<file path="config.mk">
export PLATFORM = sky130hd
export DESIGN_NAME = instmem_loader
export DESIGN_NICKNAME = d
export VERILOG_FILES = /design/src/rtl/cgra_pkg.sv /design/src/rtl/instmem_loader.sv
export SDC_FILE = /design/constraint.sdc
export NUM_CORES = 1
export LEC_CHECK = 0
export CAP_MARGIN = 20
export CORE_ASPECT_RATIO = 1.4
export CORE_UTILIZATION = 30
export CTS_CLUSTER_SIZE = 24
export DETAILED_ROUTE_END_ITERATION = 10
export PLACE_DENSITY = 0.61
export SETUP_SLACK_MARGIN = 0.15
export SYNTH_ARGS = -nofsm -noshare
export SYNTH_HDL_FRONTEND = slang
export SYNTH_SLANG_ARGS = --single-unit
export TNS_END_PERCENT = 10
</file>
<file path="constraint.sdc">
create_clock -name Clk -period 4.45 [get_ports Clk]
set_clock_uncertainty 0.1 [all_clocks]
set_input_delay 0.89 -clock Clk [delete_from_list [all_inputs] [get_ports Clk]]
set_output_delay 0.89 -clock Clk [all_outputs]
set_load 0.1 [all_outputs]
</file>
<file path="src/rtl/cgra_pkg.sv">
// Shared types for the CGRA instruction-memory write path.
package cgra_pkg;
    localparam int INST_W = 20;
    localparam int WORD_W = 64;

    typedef enum logic [1:0] {
        S_IDLE,
        S_LOAD,
        S_FLUSH,
        S_DONE
    } state_t;
endpackage

</file>
<file path="src/rtl/instmem_loader.sv">
// Packs a 20-bit instruction stream MSB-first into 64-bit words
// and writes them into the PE instruction memory.
module instmem_loader
    import cgra_pkg::*;
#(
    parameter int WRITE_AWIDTH = 6,
    parameter int WRITE_DWIDTH = WORD_W,
    parameter int READ_AWIDTH  = 7,
    parameter int READ_DWIDTH  = INST_W,
    parameter int MAX_INST     = 128
) (
    input  logic                    Clk,
    input  logic                    Reset,
    input  logic                    start,
    input  logic                    inst_valid,
    input  logic [READ_DWIDTH-1:0]  inst_data,
    output logic                    inst_ready,
    input  logic                    flush,
    output logic                    Write_En,
    output logic [WRITE_AWIDTH-1:0] Write_Addr,
    output logic [WRITE_DWIDTH-1:0] In_Inst,
    output logic                    done,
    output logic [READ_AWIDTH:0]    inst_count
);

    localparam int FW = $clog2(WRITE_DWIDTH);
    localparam int SW = 2 * WRITE_DWIDTH;
    localparam logic [FW:0] FULL_AT = (FW+1)'(WRITE_DWIDTH);
    localparam logic [FW:0] INST_BITS = (FW+1)'(READ_DWIDTH);
    localparam logic [READ_AWIDTH:0] LAST_CNT = (READ_AWIDTH+1)'(MAX_INST - 1);

    state_t state, state_nx;

    logic [WRITE_DWIDTH-1:0] acc;
    logic [FW-1:0]           fill;
    logic [WRITE_AWIDTH-1:0] addr;

    logic                    accept;
    logic [SW-1:0]           wide;
    logic [FW:0]             fsum;
    logic                    full;
    logic                    last;

    logic                    we_nx;
    logic                    done_nx;
    logic [WRITE_DWIDTH-1:0] word_nx;

    assign accept = inst_valid & inst_ready;

    // acc is zero below the pending bits, so OR-ing the shifted
    // instruction in is a splice; the top half is the emitted word
    // and the bottom half the residual.
    always_comb begin
        wide = {acc, {WRITE_DWIDTH{1'b0}}}
             | ({inst_data, {(SW-READ_DWIDTH){1'b0}}} >> fill);
        fsum = {1'b0, fill} + INST_BITS;
        full = fsum >= FULL_AT;
        last = inst_count == LAST_CNT;
    end

    always_ff @(posedge Clk or negedge Reset) begin
        if (!Reset) state <= S_IDLE;
        else        state <= state_nx;
    end

    always_comb begin
        state_nx = state;
        unique case (state)
            S_IDLE:  if (start) state_nx = S_LOAD;
            S_LOAD: begin
                if (accept && last) state_nx = S_DONE;
                else if (flush)     state_nx = S_FLUSH;
            end
            S_FLUSH: state_nx = S_DONE;
            S_DONE:  state_nx = S_IDLE;
            default: state_nx = S_IDLE;
        endcase
    end

    always_comb begin
        we_nx   = 1'b0;
        done_nx = 1'b0;
        word_nx = wide[SW-1 -: WRITE_DWIDTH];
        unique case (state)
            S_LOAD:  we_nx = accept & full;
            S_FLUSH: begin
                we_nx   = fill != '0;
                word_nx = acc;
            end
            S_DONE:  done_nx = 1'b1;
            default: ;
        endcase
    end

    always_ff @(posedge Clk or negedge Reset) begin
        if (!Reset) begin
            inst_ready <= 1'b0;
            Write_En   <= 1'b0;
            Write_Addr <= '0;
            In_Inst    <= '0;
            done       <= 1'b0;
            inst_count <= '0;
            acc        <= '0;
            fill       <= '0;
            addr       <= '0;
        end else begin
            inst_ready <= state_nx == S_LOAD;
            Write_En   <= we_nx;
            done       <= done_nx;
            if (we_nx) begin
                Write_Addr <= addr;
                In_Inst    <= word_nx;
                addr       <= addr + 1'b1;
            end
            if (state == S_IDLE && start) begin
                acc        <= '0;
                fill       <= '0;
                addr       <= '0;
                inst_count <= '0;
            end else if (accept) begin
                acc        <= full ? wide[WRITE_DWIDTH-1:0]
                                   : wide[SW-1 -: WRITE_DWIDTH];
                fill       <= fsum[FW-1:0];
                inst_count <= inst_count + 1'b1;
            end
        end
    end

endmodule
</file>
# Yosys cells after proc, flatten, opt, wreduce, memory -nomap -nowiden
# Index checks and enable logic that the tools add are counted.
[totals] regBits=159 out_inout_bits=81 word_cells=45
[classes] magnitude_cmp=1 mux=16 add_sub_neg=3 n_bitwise=3 n_reduce_logical=6 shift=1 n_eq_ne=5
[ops] operator="$mux W64" count=4
[ops] operator="$or A128 B128 Y128" count=1
[ops] operator="$shr A128 B6 Y128" count=1
[ops] operator="$mux W6" count=4
[ops] operator="$mux W8" count=2
[ops] operator="$add A8 B1 Y8 const B" count=1
[ops] operator="$eq A8 B7 Y1 const B" count=1
[ops] operator="$pmux W2 S4" count=1
[ops] operator="$add A6 B5 Y7 const B" count=1
[ops] operator="$ge A7 B7 Y1 const B" count=1
[ops] operator="$add A6 B1 Y6 const B" count=1
[ops] operator="$mux W2" count=3
[ops] operator="$reduce_bool A6 Y1" count=1
[ops] operator="$eq A2 B1 Y1 const B" count=2
[ops] operator="$eq A2 B2 Y1 const B" count=2
[ops] operator="$reduce_bool A2 Y1" count=2
[ops] operator="$and A1 B1 Y1" count=2
[ops] operator="$logic_and A1 B1 Y1" count=2
[ops] operator="$logic_not A2 Y1" count=1
[ops] operator="$pmux W1 S2" count=1
[ops] operator="$mux W1" count=1

# Logic depth before layout (Yosys ltp)
# Gate-level depths: netlist of the first run.
[depth] word_depth=6 mapped_depth=11

# Least setup slack after synthesis of the first run
# Ideal clock, no wire load.
[synth_timing] path_type="reg-to-reg" from="reg inst_ready" to="reg acc[32]" path_stages_with_launch=5 path_buffers=1 setup_ns=0.068 setup_slack_ns=2.104 synth_period_minus_slack_ns=2.346 t_arrival_ns=2.178 cell_sequence="dfrtp_1 -> nand2_1 -> clkbuf_1 -> nor3_1 -> a22o_1"
[synth_via] elab_chain_len=2
[synth_rtl] element="from (decl)" line_no="instmem_loader.sv:17" rtl="output logic inst_ready,"
[synth_rtl] element="from (signal assigned)" line_no="instmem_loader.sv:97" rtl="inst_ready <= 1'b0;"
[synth_rtl] element="from (signal assigned)" line_no="instmem_loader.sv:107" rtl="inst_ready <= state_nx == S_LOAD;"
[synth_rtl] element="$and A1 B1 Y1" line_no="instmem_loader.sv:48" rtl="assign accept = inst_valid & inst_ready;"
[synth_rtl] element="$reduce_bool A2 Y1 (no source line)"
[synth_rtl] element="to (signal assigned)" line_no="instmem_loader.sv:121" rtl="acc <= full ? wide[WRITE_DWIDTH-1:0]"
[synth_rtl] element="to (decl)" line_no="instmem_loader.sv:34" rtl="logic [WRITE_DWIDTH-1:0] acc;"
# No other way between the ends.
# A chain may end at the register's enable or synchronous reset.

# Worst setup path after layout of the first run
[layout_timing] from="reg fill[2]" to="reg In_Inst[42]"
[layout_via] elab_chain_len=4
[layout_rtl] element="from (decl)" line_no="instmem_loader.sv:35" rtl="logic [FW-1:0] fill;"
[layout_rtl] element="from (signal assigned)" line_no="instmem_loader.sv:123" rtl="fill <= fsum[FW-1:0];"
[layout_rtl] element="$add A6 B5 Y7" line_no="instmem_loader.sv:56" rtl="fsum = {1'b0, fill} + INST_BITS;"
[layout_rtl] element="$ge A7 B7 Y1" line_no="instmem_loader.sv:57" rtl="full = fsum >= FULL_AT;"
[layout_rtl] element="$and A1 B1 Y1" line_no="instmem_loader.sv:85" rtl="S_LOAD: we_nx = accept & full;"
[layout_rtl] element="$pmux W1 S2" line_no="instmem_loader.sv:84" rtl="unique case (state)"
[layout_rtl] element="to (signal assigned)" line_no="instmem_loader.sv:112" rtl="In_Inst <= word_nx;"
[layout_rtl] element="to (decl)" line_no="instmem_loader.sv:21" rtl="output logic [WRITE_DWIDTH-1:0] In_Inst,"
# Several ways; a longest one is shown, not always the timed one.

==> results of run 1 <==
==> metrics by stage <==
step / setup WS [ns] / util (%) / hold WS, ns / cell area (um^2)
5_1_grt: 0.9613 / 38.55 / 0.1707 / 9274
3_3_place_gp: 1.197 / 36.36 / 0.3501 / 8747
6_report: 1.249 / 38.55 / 0.1818 / 9274
3_5_place_dp: 1.135 / 36.36 / 0.3596 / 8747
4_1_cts: 1.218 / 38.55 / 0.1687 / 9274
2_1_floorplan: 2.104 / - / 0.3386 / 7408
==> sequential cells by signal, summed over array words and instances, names as in the netlist <==
register / cells
In_Inst: 64
Write_Addr: 6
Write_En: 1
acc: 64
addr: 6
done: 1
fill: 4
inst_count: 8
inst_ready: 1
state: 2
==> logic make-up (layout without fill, tap and decap cells) <==
family | after synthesis | count (layout) | synth area share (%)
buf+inv | 58 | 160 | 3.479
xor+xnor | 8 | 8 | 0.9458
fa+ha+maj | 9 | 9 | 1.520
flops | 157 | 157 | 53.03
compound gates | 189 | 189 | 16.13
simple gates | 249 | 249 | 14.36
mux | 75 | 75 | 10.54
==> worst max-delay path by stage <==
| stage | startpoint | cells after the start | endpoint | slack [ns] |
|---|---|---|---|---|
| final | fill[2]$_DFFE_PN0P_ | 9 | In_Inst[42]$_DFFE_PN0P_ | 1.25 |
| after floorplan | inst_ready$_DFF_PN0_ | 4 | acc[32]$_DFFE_PN0P_ | 2.10 |
| after global routing | fill[2]$_DFFE_PN0P_ | 9 | Write_Addr[3]$_DFFE_PN0P_ | 0.96 |
| after detailed placement | inst_valid | 7 | In_Inst[44]$_DFFE_PN0P_ | 1.13 |
| after CTS | fill[2]$_DFFE_PN0P_ | 9 | In_Inst[42]$_DFFE_PN0P_ | 1.22 |
| after global placement | inst_valid | 7 | In_Inst[47]$_DFFE_PN0P_ | 1.20 |
==> layout by cell type (no fill, tap or decap), types with 3 or more instances in the layout <==
cell             Yosys  layout
a31oi_1              5       5
o22ai_1              9       9
buf_4                2      11
nand2_1            182     182
clkbuf_16            0      17
nand3b_1            12      12
nor4_1               3       3
a22o_1              16      16
mux2_2              21      21
clkinv_2             0       4
a21o_1               8       8
mux2i_1             51      51
a211oi_1            12      12
a311oi_1             5       5
or3_1                6       6
clkdlybuf4s50_1      0     104
dfrtp_1            157     157
nor2_1              18      18
xnor2_1              6       6
clkinvlp_4           0       5
a22oi_1             13      13
a2bb2oi_1            8       8
a21oi_1             29      29
ha_1                 9       9
inv_1               11      11
o21ai_0             75      75
mux2_1               3       3
nor3_1               5       5
nand4_1              3       3
nand3_1              7       7
==> cell usage after synthesis, drive strengths merged <==
cell and count:
a2111oi 1, a211oi 13, a21o 8, a21oi 29
a22o 16, a22oi 13, a2bb2oi 8, a311oi 5
a31o 1, a31oi 5, and2 2, and3 2
and4 1, buf 24, clkbuf 22, clkinv 1
dfrtp 157, ha 9, inv 11, mux2 24
mux2i 51, nand2 182, nand2b 2, nand3 7
nand3b 12, nand4 3, nor2 19, nor2b 2
nor3 5, nor3b 2, nor4 3, o21a 1
o21ai 77, o22a 1, o22ai 9, o31ai 1
o41a 1, or3 6, or4 1, xnor2 6
xor2 2
==> final cells by class <==
| cell class | instances | area, um^2 |
|---|---|---|
| fill | 2377 | 14790 |
| tap | 310 | 387.9 |
| inverter | 12 | 45.04 |
| timing repair buffer | 117 | 1155 |
| sequential | 157 | 3929 |
| multi-input combinational | 530 | 3231 |
| clock inverter | 10 | 66.31 |
| clock buffer | 21 | 460.4 |
==> metal layers <==
| layer | routed length (um) | up-vias | GRT usage, % |
|---|---|---|---|
| li1 | - | 2806 | - |
| met1 | 9029 | 2915 | 21.46 |
| met2 | 10610 | 164 | 28.85 |
| met3 | 944 | 36 | 3.082 |
| met4 | 609 | 0 | 7.303 |
| met5 | 0 | - | 0 |
==> worst max-delay path: cells and delay by family, from the launching register on <==
family / cells / cell delay, ns
AO/OA/AOI/OAI: 1 / 0.42
adder cells (fa/ha/maj): 1 / 0.18
buffers and inverters: 4 / 1.34
flip-flops: 1 / 0.64
AND/OR/NAND/NOR: 3 / 0.40
==> metrics.txt, run 1 <==
Root Buffer=clkbuf_16; crit path time final=3.201 ns; number of global-route vias before repair=6037; first-pass GRT wire length=33440 um; max incr delay on CP=~0.64 ns; Yosys warnings=0; r2r worst-path depth=9; setup TNS=0 ns; initial antenna violation count=0; total CTS buffers=17; Worst EP required=between 4 and 5 ns; RSZ-0062 raised after global routing=false; crit-path cells=inv_1, buf_4, ha_1, nor3b_1, o22a_4, clkinv_1, buf_4, nand2_1, nand2_1; Critical Setup Path Class=flip-flop to flip-flop; total gr overflow=0; Synth-to-Final Area Change=25.18%; Max stage delay cell, worst path=dfrtp_1; clock-pin slew on the worst setup and hold paths=0.06 ns; final count of hold timing violations=0; Mapped Cells=745; Yosys reg bits=157; FF-to-FF End=In_Inst[42]$_DFFE_PN0P_; fin nets=around 870; I/O pin count=106; ANT cells=0; vias post-DR=5921; WL final=21190 um; Critical Path End Type=flip-flop; drt initial violations=446; max_cap viols=0; sequential cell area fraction in the yosys report=53.03%; hold crit path type=primary input to asynchronous set/reset pin; Final Setup Violations=0; CORE AREA=24060 um^2; input/output buffers=105; post-route ant nets=0; R2R setup slack=1.25 ns; Achievable Freq=0.3124 GHz; Placed Instances=1126; router iterations before antenna repair=5; library cells used by synthesis=a little under 50; fin. max-slew vios=0; GRT Overall Usage=17.18%; Worst EP arrival=3.40 ns; Post-Layout Cell Count=1157; clock buffer depth=2; DIE HEIGHT=roughly 190 um; Initial Utilization=between 30% and 40%; share of cells above drive strength 1=8.146%; Die X=134.8 um; worst-skew pair later-pin latency=0.42 ns; Synth Area per Inst=a little under 10 um^2; Yosys top cell area share=53.03%; CTS tree=yes; H-tree levels=4; Mapped Area=7408 um^2; post-DR vias/cell=5.118; die area=25340 um^2; WL/cell=18.32 um; Setup Buffers After CTS=0; Setup crit start kind=flip-flop; dpl hpwl=14950 um; clk sinks=157; num rows=67; Max-slew headroom=32.52%; reg2reg start=fill[2]$_DFFE_PN0P_; Final Wtd Congestion=0.8865; top cells by area, synth=dfrtp_1 (53%), nand2_1 (9.2%), mux2i_1 (6.9%); Tcrit/Tclk final=71.94%; Worst Tran Pin Value=1.009 ns; DR DRC count=0; status=completed; syn_nets=about 780; CP max FO=31; largest net degree at the start of global routing=148; Resized cells post-CTS=0; Hold Buf Count CTS=0; post-synth top area cell=dfrtp_1
Power of run 1 is left out: the tool's default activity adds up to more than one toggle a clock period on the data nets, which glitch-free logic cannot reach.
==> inputs of run 2 (changes only) <==
==> constraint.sdc (replaced) <==
create_clock -name Clk -period 3.3 [get_ports Clk]
set_clock_uncertainty 0.1 [all_clocks]
set_input_delay 0.66 -clock Clk [delete_from_list [all_inputs] [get_ports Clk]]
set_output_delay 0.66 -clock Clk [all_outputs]
set_load 0.1 [all_outputs]
==> metrics.txt, run 2 (synthesis results as in run 1) <==
Die X=134.8 um; Top delay family on crit path=flip-flops; CTS tree=yes; first-pass GRT wire length=33710 um; Root Buffer=clkbuf_16; RSZ-0062 raised after global routing=false; crit path time final=2.678 ns; Initial Utilization=between 30% and 40%; Achievable Freq=0.3735 GHz; initial antenna violation count=0; input/output buffers=about 110; Final Setup Violations=0; clock buffer depth=2; total CTS buffers=17; drt initial violations=476; final count of hold timing violations=0; Max stage delay cell, worst path=dfrtp_1; post-DR vias/cell=5.107; fin nets=880; Max-slew headroom=about two fifths; fin. max-slew vios=0; num rows=67; most common cell after layout, fill and taps aside=nand2_1; Worst EP required=3.55 ns; CORE AREA=around 24000 um^2; pre-CTS WS=0.4979 ns; share of cells above drive strength 1=19.09%; DIE HEIGHT=187.9 um; Resized cells post-CTS=0; hold crit path type=primary input to asynchronous set/reset pin; post-route ant nets=0; total gr overflow=0; fillers=2378; most frequent cells in the layout=nand2_1 (182), dfrtp_1 (157), buf_4 (104); max_cap viols=0; die area=25340 um^2; worst setup margin=0.6223 ns; H-tree levels=4; Worst EP arrival=2.93 ns; WL final=21410 um; Setup Buffers After CTS=0; WL/cell=between 15 and 20 um; Worst Tran Pin Value=0.8857 ns; setup TNS=0 ns; GRT Overall Usage=between 10% and 20%; Tcrit/Tclk final=81.14%; dpl hpwl=15630 um; clk sinks=157; Bufs and invs on worst path=2; vias post-DR=5970; ANT cells=0; biggest regs=In_Inst x64, acc x64, inst_count x8; Hold Buf Count CTS=0; Synth-to-Final Area Change=23.90%; I/O pin count=106; Critical Setup Path Class=flip-flop to flip-flop; number of global-route vias before repair=5994; status=completed; router iterations before antenna repair=5; crit-path cells=inv_1, ha_1, nor3b_1, o22a_4, buf_4, or4_1, a21oi_1; largest net degree at the start of global routing=73; DR DRC count=0; Setup crit start kind=flip-flop; Critical Path End Type=flip-flop; CP max FO=24; worst-skew pair later-pin latency=0.42 ns; max incr delay on CP=~0.68 ns; Final Wtd Congestion=0.8652; clock-pin slew on the worst setup and hold paths=about 0.070 ns
[run 2: worst register-to-register path, cell delays in order, from the launching register on]
cell	delay (ns)
dfrtp_1	0.68
inv_1	0.28
ha_1	0.24
nor3b_1	0.14
o22a_4	0.26
buf_4	0.24
or4_1	0.52
a21oi_1	0.15
[run 2: final cells by class]
type | instances | area (um^2) | area share (%)
Multi-Input combinational cell | 530 | 3231 | 35.20
Clock inverter | 14 | 125.1 | 1.363
Sequential cell | 157 | 3929 | 42.80
Inverter | 12 | 45.04 | 0.4907
Tap cell | 310 | 387.9 | 4.226
Timing Repair Buffer | 128 | 1022 | 11.14
Clock buffer | 18 | 439.2 | 4.785
[run 2: path summary, 6_finish.rpt]
| kind | start | endpoint | slack [ns] | depth (start not counted) |
|---|---|---|---|---|
| setup / recovery | fill[3]$_DFFE_PN0P_ | addr[5]$_DFFE_PN0P_ | 0.62 | 7 |
| hold / removal | Reset | In_Inst[22]$_DFFE_PN0P_ | 0.14 | 1 |
| setup reg to reg | fill[3]$_DFFE_PN0P_ | addr[5]$_DFFE_PN0P_ | 0.62 | 7 |
| hold reg to reg | acc[36]$_DFFE_PN0P_ | In_Inst[36]$_DFFE_PN0P_ | 0.37 | 2 |
| max in group asynchronous | Reset | In_Inst[54]$_DFFE_PN0P_ | 2.11 | 2 |
| min in group Clk | acc[36]$_DFFE_PN0P_ | In_Inst[36]$_DFFE_PN0P_ | 0.37 | 2 |
[run 2: through the flow]
| stage | instance area (um^2) | hold WS, ns | utilization (%) | cells |
|---|---|---|---|---|
| floorplan | 7408 | 0.2644 | - | 745 |
| global placement | 8615 | 0.3541 | 35.81 | 1137 |
| detailed placement | 8615 | 0.3615 | 35.81 | 1137 |
| CTS | 9179 | 0.1592 | 38.15 | 1169 |
| global route | 9179 | 0.1898 | 38.15 | 1169 |
| finish | 9179 | 0.1350 | 38.15 | 1169 |
[run 2: metal layers]
layer | vias to the layer above | track usage [%] | share of wire (%)
li1 | 2831 | - | -
met1 | 2931 | 21.91 | 43
met2 | 165 | 28.19 | 49
met3 | 43 | 3.055 | 4.3
met4 | 0 | 9.291 | 4.2
met5 | - | 0 | 0
Power of run 2 is left out for the same reason.
==> inputs of run 3 (changes only) <==
--- a/config.mk
+++ b/config.mk
@@ -10,7 +10,7 @@
 export CORE_UTILIZATION = 30
 export CTS_CLUSTER_SIZE = 24
 export DETAILED_ROUTE_END_ITERATION = 10
-export PLACE_DENSITY = 0.61
+export PLACE_DENSITY = 0.63
 export SETUP_SLACK_MARGIN = 0.15
 export SYNTH_ARGS = -nofsm -noshare
 export SYNTH_HDL_FRONTEND = slang
==> constraint.sdc (replaced) <==
create_clock -name Clk -period 2.15 [get_ports Clk]
set_clock_uncertainty 0.1 [all_clocks]
set_input_delay 0.43 -clock Clk [delete_from_list [all_inputs] [get_ports Clk]]
set_output_delay 0.43 -clock Clk [all_outputs]
set_load 0.1 [all_outputs]
==> metrics.txt, run 3 (synthesis results as in run 1) <==
status=completed; ANT cells=0; number of global-route vias before repair=about 6300; Final Wtd Congestion=0.8561; Synth-to-Final Area Change=36.19%; WL/cell=17.39 um; post-DR vias/cell=between 5 and 6; Bufs and invs on worst path=2; R2R setup slack=0.12 ns; GRT Overall Usage=between 10% and 20%; I/O pin count=106; share of cells above drive strength 1=28.34%; first-pass GRT wire length=34240 um; most frequent cells in the layout=nand2_1 (181), buf_4 (160), dfrtp_1 (149); FF-to-FF End=addr[5]$_DFFE_PN0P_; Max stage delay cell, worst path=or4_4; Leakage=4.921 nW; max_cap viols=0; Int Power=~8.8 mW; Comb pwr share=56.1%; Top delay family on crit path=simple AND/OR/NAND/NOR gates; biggest regs=In_Inst x64, acc x64, inst_count x8; reg2reg start=state[0]$_DFF_PN0_; fin. max-slew vios=0; clock buffer depth=2; Root Buffer=clkbuf_16; r2r worst-path depth=7; clock network fraction of total power=17.4%; Sw Pwr=8.889 mW; worst-skew pair later-pin latency=0.43 ns; Critical Setup Path Class=flip-flop to flip-flop; drt initial violations=~490; sequential power share=26.4%; input/output buffers=105; most common cell after layout, fill and taps aside=nand2_1; RSZ-0062 raised after global routing=true; switch share=50.13%; initial antenna violation count=0; final count of hold timing violations=0; post-route ant nets=0; CTS tree=yes; Peak VDD IR=0.8972 mV; fin nets=956; total CTS buffers=17; Tcrit/Tclk final=94.21%; DR DRC count=0; Worst EP required=between 2 and 2.5 ns; H-tree levels=4; CORE AREA=24060 um^2; WHS Path Cells=2; Worst EP arrival=2.29 ns; WHS Endpoint=In_Inst[39]$_DFFE_PN0P_; CP max FO=9; crit path time final=2.026 ns; clock-pin slew on the worst setup and hold paths=0.06 ns; Final Setup Violations=0; max incr delay on CP=0.41 ns; Hold Startpoint=acc[39]$_DFFE_PN0P_; router iterations before antenna repair=6; Achievable Freq=between 0.4 and 0.5 GHz; Max-slew headroom=63.13%; worst setup margin=0.1244 ns; Initial Utilization=30.79%; vias post-DR=6232; Setup crit start kind=flip-flop; largest net degree at the start of global routing=55; Placed Instances=1201; total gr overflow=0; die area=about 25000 um^2; Post-Layout Cell Count=between 1000 and 1500; hold crit path type=flip-flop to flip-flop; num rows=67; Critical Path End Type=flip-flop; crit-path cells=inv_2, ha_4, nand4_1, o22a_4, buf_12, or4_4, a21oi_2; DIE HEIGHT=187.9 um; Die X=134.8 um; clk sinks=~160; Worst Tran Pin Value=0.5488 ns; pwr dens=roughly 1800 nW/um^2; pre-CTS WS=-0.1634 ns; WL final=21650 um; dpl hpwl=roughly 16000 um
==> run 3: cell count changes in the layout (fill, tap and decap cells not counted), sizes merged <==
cell         before  now
inv              20   13
buf             105  177
bufinv            0    3
clkbuf           18   22
dlygate4sd3       0    1
clkinvlp          2    3
clkinv            4    6
==> run 3: how the worst max path moves through the flow <==
stage | startpoint | to | slack [ns] | cells after the start
6_report | state[0]$_DFF_PN0_ | addr[5]$_DFFE_PN0P_ | 0.12 | 7
5_1_grt | state[0]$_DFF_PN0_ | addr[5]$_DFFE_PN0P_ | 0.05 | 7
4_1_cts | fill[2]$_DFFE_PN0P_ | In_Inst[54]$_DFFE_PN0P_ | 0.04 | 8
3_5_place_dp | inst_valid | In_Inst[6]$_DFFE_PN0P_ | -0.16 | 6
3_3_place_gp | inst_valid | In_Inst[4]$_DFFE_PN0P_ | -0.12 | 7
2_1_floorplan | fill[3]$_DFFE_PN0P_ | In_Inst[10]$_DFFE_PN0P_ | 0.13 | 10
==> run 3: tightest hold or removal path: stages (launching register included) <==
cell     delay [ns]
dfrtp_1        0.34
nand2_1        0.05
nand2_1        0.05
==> run 3: per-layer routing <==
metal  global-route usage [%]  routed length [um]  part of all wire [%]
met4                    7.347                 566                   2.6
met2                    28.69               10780                    50
met1                    22.74                9400                    43
met3                    3.136                 907                   4.2
met5                        0                   0                     0
==> run 3: what timing repair did <==
action / in CTS / in global routing
hold endpoints to repair: 46 / 0
resized for setup: 3 / 22
pin swaps: 0 / 5
setup endpoints to repair: 74 / 141
hold buffers: 1 / 0
setup buffers: 0 / 7
cloned: 0 / 4
==> run 3: cell type report <==
| cell class | instances | area [um^2] |
|---|---|---|
| fillers | 2347 | 13970 |
| clock inverters | 13 | 163.9 |
| clock buffers | 19 | 442.9 |
| well taps | 310 | 387.9 |
| inverters | 12 | 56.30 |
| repair buffers | 204 | 1783 |
| multi-input cells | 530 | 3317 |
| flip-flops and latches | 157 | 3939 |
==> run 3: power by group through the flow <==
stage | clock (mW) | combinational [mW] | sequential, mW
5_1_grt | 3.26 | 10.5 | 4.81
6_report | 3.09 | 9.96 | 4.69
3_5_place_dp | 0 | 9.62 | 4.75
4_1_cts | 3.14 | 9.66 | 4.70
3_3_place_gp | 0 | 9.55 | 4.73
2_1_floorplan | 0 | 3.13 | 8.42
==> run 3: per-stage QoR <==
step	utilization, %	setup TNS [ns]	power [mW]	instance area (um^2)	hold slack [ns]
after floorplan	-	0	11.55	7511	0.03441
after global placement	38.45	-6.477	14.28	9251	0.3351
after detailed placement	38.45	-9.018	14.37	9251	0.3383
after CTS	41.06	0	17.51	9879	0.3716
after global routing	41.94	0	18.62	10090	0.4038
final	41.94	0	17.73	10090	0.3694
(Power assumes the default switching activity.)
